$ cat src/rtl/axis_pkg.sv
// Shared constants, word type and tkeep helper for the byte-to-word unpacker.
package axis_pkg;

  localparam int AXIS_NUM_CH     = 4;
  localparam int AXIS_ID_W       = 2;
  localparam int AXIS_WORD_BYTES = 8;
  localparam int AXIS_CNT_W      = 3;
  localparam int AXIS_DATA_W     = 8 * AXIS_WORD_BYTES;

  // One output word as held in a channel's output register.
  typedef struct packed {
    logic [AXIS_DATA_W-1:0]     tdata;
    logic [AXIS_WORD_BYTES-1:0] tkeep;
    logic                       tlast;
  } axis_word_t;

  // Byte enables for a word whose last valid lane is cnt: (1 << (cnt+1)) - 1.
  function automatic logic [AXIS_WORD_BYTES-1:0] keep_from_cnt(input logic [AXIS_CNT_W-1:0] cnt);
    logic [AXIS_WORD_BYTES-1:0] keep;
    keep = '0;
    for (int i = 0; i < AXIS_WORD_BYTES; i++) begin
      keep[i] = (i <= int'(cnt));
    end
    return keep;
  endfunction

endpackage

$ cat src/rtl/axis_byte_packer.sv
// One output channel: byte accumulator, output word register and the
// per-channel term of the shared input ready.
module axis_byte_packer
  import axis_pkg::*;
(
  input  logic                       clki,
  input  logic                       rsti,
  input  logic                       byte_accept,
  input  logic [7:0]                 byte_data,
  input  logic                       byte_last,
  output logic                       completing,
  output logic                       load_ok,
  output logic                       tvalid,
  input  logic                       tready,
  output logic [AXIS_DATA_W-1:0]     tdata,
  output logic [AXIS_WORD_BYTES-1:0] tkeep,
  output logic                       tlast
);

  logic [AXIS_CNT_W-1:0] acc_cnt_reg;
  logic [7:0]            acc_lane_reg [AXIS_WORD_BYTES];
  logic [7:0]            word_lane    [AXIS_WORD_BYTES];
  logic [AXIS_DATA_W-1:0] word_next;
  axis_word_t            out_reg;
  logic                  valid_reg;

  // A byte closes the word when it fills the last lane or ends the packet.
  assign completing = (acc_cnt_reg == AXIS_CNT_W'(AXIS_WORD_BYTES - 1)) | byte_last;

  // Non-completing bytes never touch the output register, so they are always
  // accepted; a completing byte needs the output register free or draining.
  assign load_ok = !completing | !valid_reg | tready;

  genvar gi;
  generate
    for (gi = 0; gi < AXIS_WORD_BYTES; gi++) begin : g_lane
      // Lanes below the count come from the accumulator, the current lane is
      // the incoming byte, lanes above are zero so short words are clean.
      assign word_lane[gi] = (AXIS_CNT_W'(gi) < acc_cnt_reg)  ? acc_lane_reg[gi] :
                             (AXIS_CNT_W'(gi) == acc_cnt_reg) ? byte_data        : 8'h00;
      assign word_next[8*gi +: 8] = word_lane[gi];

      // Capture an accepted byte into the lane selected by the count.
      always_ff @(posedge clki) begin
        if (rsti) begin
          acc_lane_reg[gi] <= 8'h00;
        end else if (byte_accept && (acc_cnt_reg == AXIS_CNT_W'(gi))) begin
          acc_lane_reg[gi] <= byte_data;
        end
      end
    end
  endgenerate

  // Byte counter: advance on each accepted byte, wrap to lane 0 on completion.
  always_ff @(posedge clki) begin
    if (rsti) begin
      acc_cnt_reg <= '0;
    end else if (byte_accept) begin
      if (completing) begin
        acc_cnt_reg <= '0;
      end else begin
        acc_cnt_reg <= acc_cnt_reg + AXIS_CNT_W'(1);
      end
    end
  end

  // Output register: load on completion (replacing a word draining on the same
  // edge), otherwise clear valid after a handshake; hold while stalled.
  always_ff @(posedge clki) begin
    if (rsti) begin
      valid_reg     <= 1'b0;
      out_reg.tdata <= '0;
      out_reg.tkeep <= '0;
      out_reg.tlast <= 1'b0;
    end else if (byte_accept && completing) begin
      valid_reg     <= 1'b1;
      out_reg.tdata <= word_next;
      out_reg.tkeep <= keep_from_cnt(acc_cnt_reg);
      out_reg.tlast <= byte_last;
    end else if (valid_reg && tready) begin
      valid_reg     <= 1'b0;
    end
  end

  assign tvalid = valid_reg;
  assign tdata  = out_reg.tdata;
  assign tkeep  = out_reg.tkeep;
  assign tlast  = out_reg.tlast;

endmodule

$ cat src/rtl/axis_1to4_unpack.sv
// Steers a byte-wide AXI-Stream to NUM_CH 64-bit channels by tid and packs
// bytes little-endian into words with tkeep, independently per channel.
module axis_1to4_unpack
  import axis_pkg::*;
#(
  parameter int NUM_CH     = AXIS_NUM_CH,
  parameter int ID_W       = AXIS_ID_W,
  parameter int DATA_BYTES = AXIS_WORD_BYTES
) (
  input  logic                    clki,
  input  logic                    rsti,
  input  logic                    s_axis_tvalid,
  output logic                    s_axis_tready,
  input  logic                    s_axis_tlast,
  input  logic [7:0]              s_axis_tdata,
  input  logic [ID_W-1:0]         s_axis_tid,
  output logic [NUM_CH-1:0]       m_axis_tvalid,
  input  logic [NUM_CH-1:0]       m_axis_tready,
  output logic [NUM_CH-1:0]       m_axis_tlast,
  output logic [DATA_BYTES-1:0]   m_axis_tkeep [NUM_CH-1:0],
  output logic [8*DATA_BYTES-1:0] m_axis_tdata [NUM_CH-1:0]
);

  logic [NUM_CH-1:0] completing;
  logic [NUM_CH-1:0] load_ok;
  logic [NUM_CH-1:0] byte_accept;

  // The selected channel decides whether the head byte can move; reset holds
  // the input off so nothing is taken while state is being cleared.
  assign s_axis_tready = !rsti & load_ok[s_axis_tid];

  genvar gi;
  generate
    for (gi = 0; gi < NUM_CH; gi++) begin : g_ch
      assign byte_accept[gi] = s_axis_tvalid & s_axis_tready & (s_axis_tid == ID_W'(gi));

      axis_byte_packer u_packer (
        .clki        (clki),
        .rsti        (rsti),
        .byte_accept (byte_accept[gi]),
        .byte_data   (s_axis_tdata),
        .byte_last   (s_axis_tlast),
        .completing  (completing[gi]),
        .load_ok     (load_ok[gi]),
        .tvalid      (m_axis_tvalid[gi]),
        .tready      (m_axis_tready[gi]),
        .tdata       (m_axis_tdata[gi]),
        .tkeep       (m_axis_tkeep[gi]),
        .tlast       (m_axis_tlast[gi])
      );
    end
  endgenerate

endmodule

$ cat config.mk
export PLATFORM = sky130hd
export DESIGN_NAME = axis_1to4_unpack
export DESIGN_NICKNAME = d
export VERILOG_FILES = /design/src/rtl/axis_pkg.sv /design/src/rtl/axis_byte_packer.sv /design/src/rtl/axis_1to4_unpack.sv
export SDC_FILE = /design/constraint.sdc
export NUM_CORES = 1
export LEC_CHECK = 0
export CAP_MARGIN = 20
export CORE_ASPECT_RATIO = 1.25
export CORE_UTILIZATION = 55
export DETAILED_ROUTE_END_ITERATION = 12
export PLACE_DENSITY = 0.79
export SYNTH_ARGS = -nofsm -noshare
export SYNTH_HDL_FRONTEND = slang
export SYNTH_SLANG_ARGS = --single-unit
$ cat constraint.sdc
create_clock -name clki -period 4.19 [get_ports clki]
set_clock_uncertainty 0.2 [all_clocks]
set_input_delay 0.838 -clock clki [delete_from_list [all_inputs] [get_ports clki]]
set_output_delay 0.838 -clock clki [all_outputs]
set_load 0.01 [all_outputs]
==> results.toml <==
[outcome]
run_status = "finished clean"

[clocking]
clock_sinks = 532
htreeDepth = 2
clockBufferDepth = 3
cts_root_buf = "clkbuf_16"
clk-insertion-delay-late_ns = 0.59
clk_pin_slew_worst_paths_ns = 0.06
cts_hold_buffers = 0
tritoncts = "yes"
cts_buffers = 49

[cells_and_area]
largest_reg_flops = 256
final_cell_mix = "dfxtp_1 (339), clkdlybuf4s50_1 (305), nor2_1 (245), nand2_1 (231), edfxtp_1 (192)"
finalNetCount = 2583
seqCellArea_um2 = 12600
multi_input_area_um2 = 8900
drive_gt1_share_pct = 8.34
fin_util_pct = 69.0
mostFrequentLayoutCell = "dfxtp_1"
fin_area_um2 = 27800
fillers = 3037
area_growth_pct = 22.8
stdcell_count = 3137

[logic_synthesis]
yosys.area.top_type = "dfxtp_1"
yosysWarnings = 0
syn_area_um2 = 22600
syn_inst = 2369
synth_edf_count = 192
synth-main-ff-cell = "dfxtp_1"
synth_top_area_share_pct = 30.1
syn_area_per_cell_um2 = 9.56
synth-seq-cells = 532
synthesis.nets = 2403
synth.distinct_cells = 52
synth-seq-area-share_pct = 55.5
synthTopCellsByArea = "dfxtp_1 (30%), edfxtp_1 (25%), nor2_1 (4.1%)"
synthArstFlopShare_pct = 0

[sta]
max_freq_ghz = 0.254
finalSetupTns_ns = 0
rsz0062_at_grt = "no"
slew_viol_final = 0
slew_headroom_pct = 19.2
fin_crit_sh_pct = 93.8
fin_crit_ns = 3.93
setup_viol = 0
worst_pin_slew_ns = 1.21
hold_violations = 0

[setup_path]
crit_buf_inv = 3
cp_data_required_time_ns = 3.15
crit_family = "buffers and inverters"
cp_cell_sequence = "clkdlybuf4s50_1 -> buf_4 -> o211ai_1 -> o32ai_2 -> nor4_2 -> clkdlybuf4s50_1"
path_max_fanout = 7
worstSetupPathType = "primary input to output pin"
start_kind = "primary input"
crit_arrival_ns = 2.89
crit_top_cell = "clkdlybuf4s50_1"
end_kind = "output pin"
cpPeakStageDelay_ns = 0.61
crit_path_top_delay_cell = "clkdlybuf4s50_1"

[power]
p_clk_share_pct = 43.5
power_leakage_nw = 9.47
p_int_mw = 8.40
powerDensity_nw_per_um2 = 389
power_switching_mw = 2.41
pwr-share-comb_pct = 5.5
swShare_pct = 22.3
p_seq_share_pct = 50.9
ir_drop_mv = 0.314

[detailed_routing]
wl_per_cell_um = 21.4
drt_first_iter_violations = 2009
vias_per_cell = 6.19
totalWireLength_mm = 67.1
via_count = 19400
antenna_left = 0
drc_errors = 0
first_pass_iters = 7

[placed_design]
portBuffers = 314
place_area_um2 = 26100
globalplace.congestion = 0.873
hpwl_mm = 42.7
place_inst = 3042

[global_route]
grt_max_degree = 105
antenna_found_initial = 2
track_usage_pct = 31.2
grt-ovfl-total = 0
first_global_vias = 18200
grt_pass1_wl_mm = 103

[floorplanning]
pin_count = 315
rows = 82
dieHeight_um = 229
start_util_pct = 56.1
dieArea_um2 = 42000
coreArea_um2 = 40300
die_w_um = 183

[flow_run]
maxCapViolCount = 0

[worst_hold_path]
hold_class = "flip-flop to flip-flop"
[synthesized netlist by cell type (6+ instances only)]
library cell and n:
nand2b_1 22, nand4_1 12, a31o_2 12, nor4_2 6, or2_2 7, a311oi_1 20
a32o_1 24, buf_1 12, nand2_1 231, nor4_1 14, a21oi_1 118, and3_1 52
a221oi_1 24, ha_1 16, dfxtp_1 340, nand3_1 82, nor3_1 132, clkbuf_1 214
nor2_1 245, edfxtp_1 192, nor2b_1 16, o21ai_0 95, inv_1 20, o31ai_1 16
buf_4 15, o311a_1 16, a22oi_1 40, buf_2 33, a31oi_1 104, a211oi_1 121
mux2i_1 44, and2_1 29
[final cells by class]
type | instances | area share (%)
diodes | 1 | 0.00900
clock buffers | 64 | 5.09
inverters | 24 | 0.328
repair buffers | 403 | 13.8
well taps | 546 | 2.46
clock inverters | 28 | 1.04
flip-flops and latches | 532 | 45.2
multi-input cells | 1539 | 32.0
[worst min-delay path, stage by stage (launching register included)]
cell and delay, ns:
dfxtp_1 0.31, nand2_1 0.05, a21oi_1 0.05
[worst paths after layout]
kind                                endpoint  depth (start not counted)                       startpoint  slack [ns]
hold / removal    g_ch[2].u_packer.tdata[48]                          2       g_ch[2].u_packer.tdata[48]        0.25
setup reg to reg  g_ch[3].u_packer.tdata[37]                         10  g_ch[3].u_packer.acc_cnt_reg[0]        1.01
hold reg to reg   g_ch[2].u_packer.tdata[48]                          2       g_ch[2].u_packer.tdata[48]        0.25
setup / recovery               s_axis_tready                          6                     s_axis_tlast        0.26
[per-stage QoR]
| step | power, mW | hold slack (ns) | setup WS (ns) |
|---|---|---|---|
| 2_1_floorplan | 5.93 | 0.236 | 0.754 |
| 3_3_place_gp | 6.18 | 0.241 | 0.152 |
| 3_5_place_dp | 6.20 | 0.244 | 0.127 |
| 4_1_cts | 10.8 | 0.253 | 0.109 |
| 5_1_grt | 11.1 | 0.269 | 0.145 |
| 6_report | 10.8 | 0.251 | 0.260 |
[power groups by stage]
| stage | clock network [mW] | logic [mW] | registers (mW) |
|---|---|---|---|
| 2_1_floorplan | 0 | 0.306 | 5.62 |
| 3_5_place_dp | 0 | 0.583 | 5.62 |
| 5_1_grt | 4.95 | 0.629 | 5.51 |
| 6_report | 4.70 | 0.595 | 5.50 |
| 3_3_place_gp | 0 | 0.567 | 5.61 |
| 4_1_cts | 4.74 | 0.586 | 5.50 |
[per-layer routing]
layer | track usage, % | routed length, um | vias up
li1 | - | - | 8999
met1 | 40.3 | 26500 | 9325
met2 | 51.5 | 32400 | 925
met3 | 5.42 | 5480 | 165
met4 | 13.1 | 2710 | 0
met5 | 0 | 0 | -
[cell families (layout without fill, tap and decap cells)]
logic type,count (synthesis),in the layout,share of synthesized area [%]
AOI/OAI and AO/OA,613,613,18.4
adders and majority gates,16,16,0.884
buffers and inverters,298,519,5.37
DFF,532,532,55.5
muxes,48,48,2.14
other,0,1,0
and+or+nand+nor,862,862,17.7
[timing repair]
| item | 4_1_cts | 5_1_grt |
|---|---|---|
| resized for setup | 0 | 1 |
| buffers inserted | 0 | 0 |
| setup endpoints to repair | 0 | 1 |
Power figures use the tool's default switching activity.
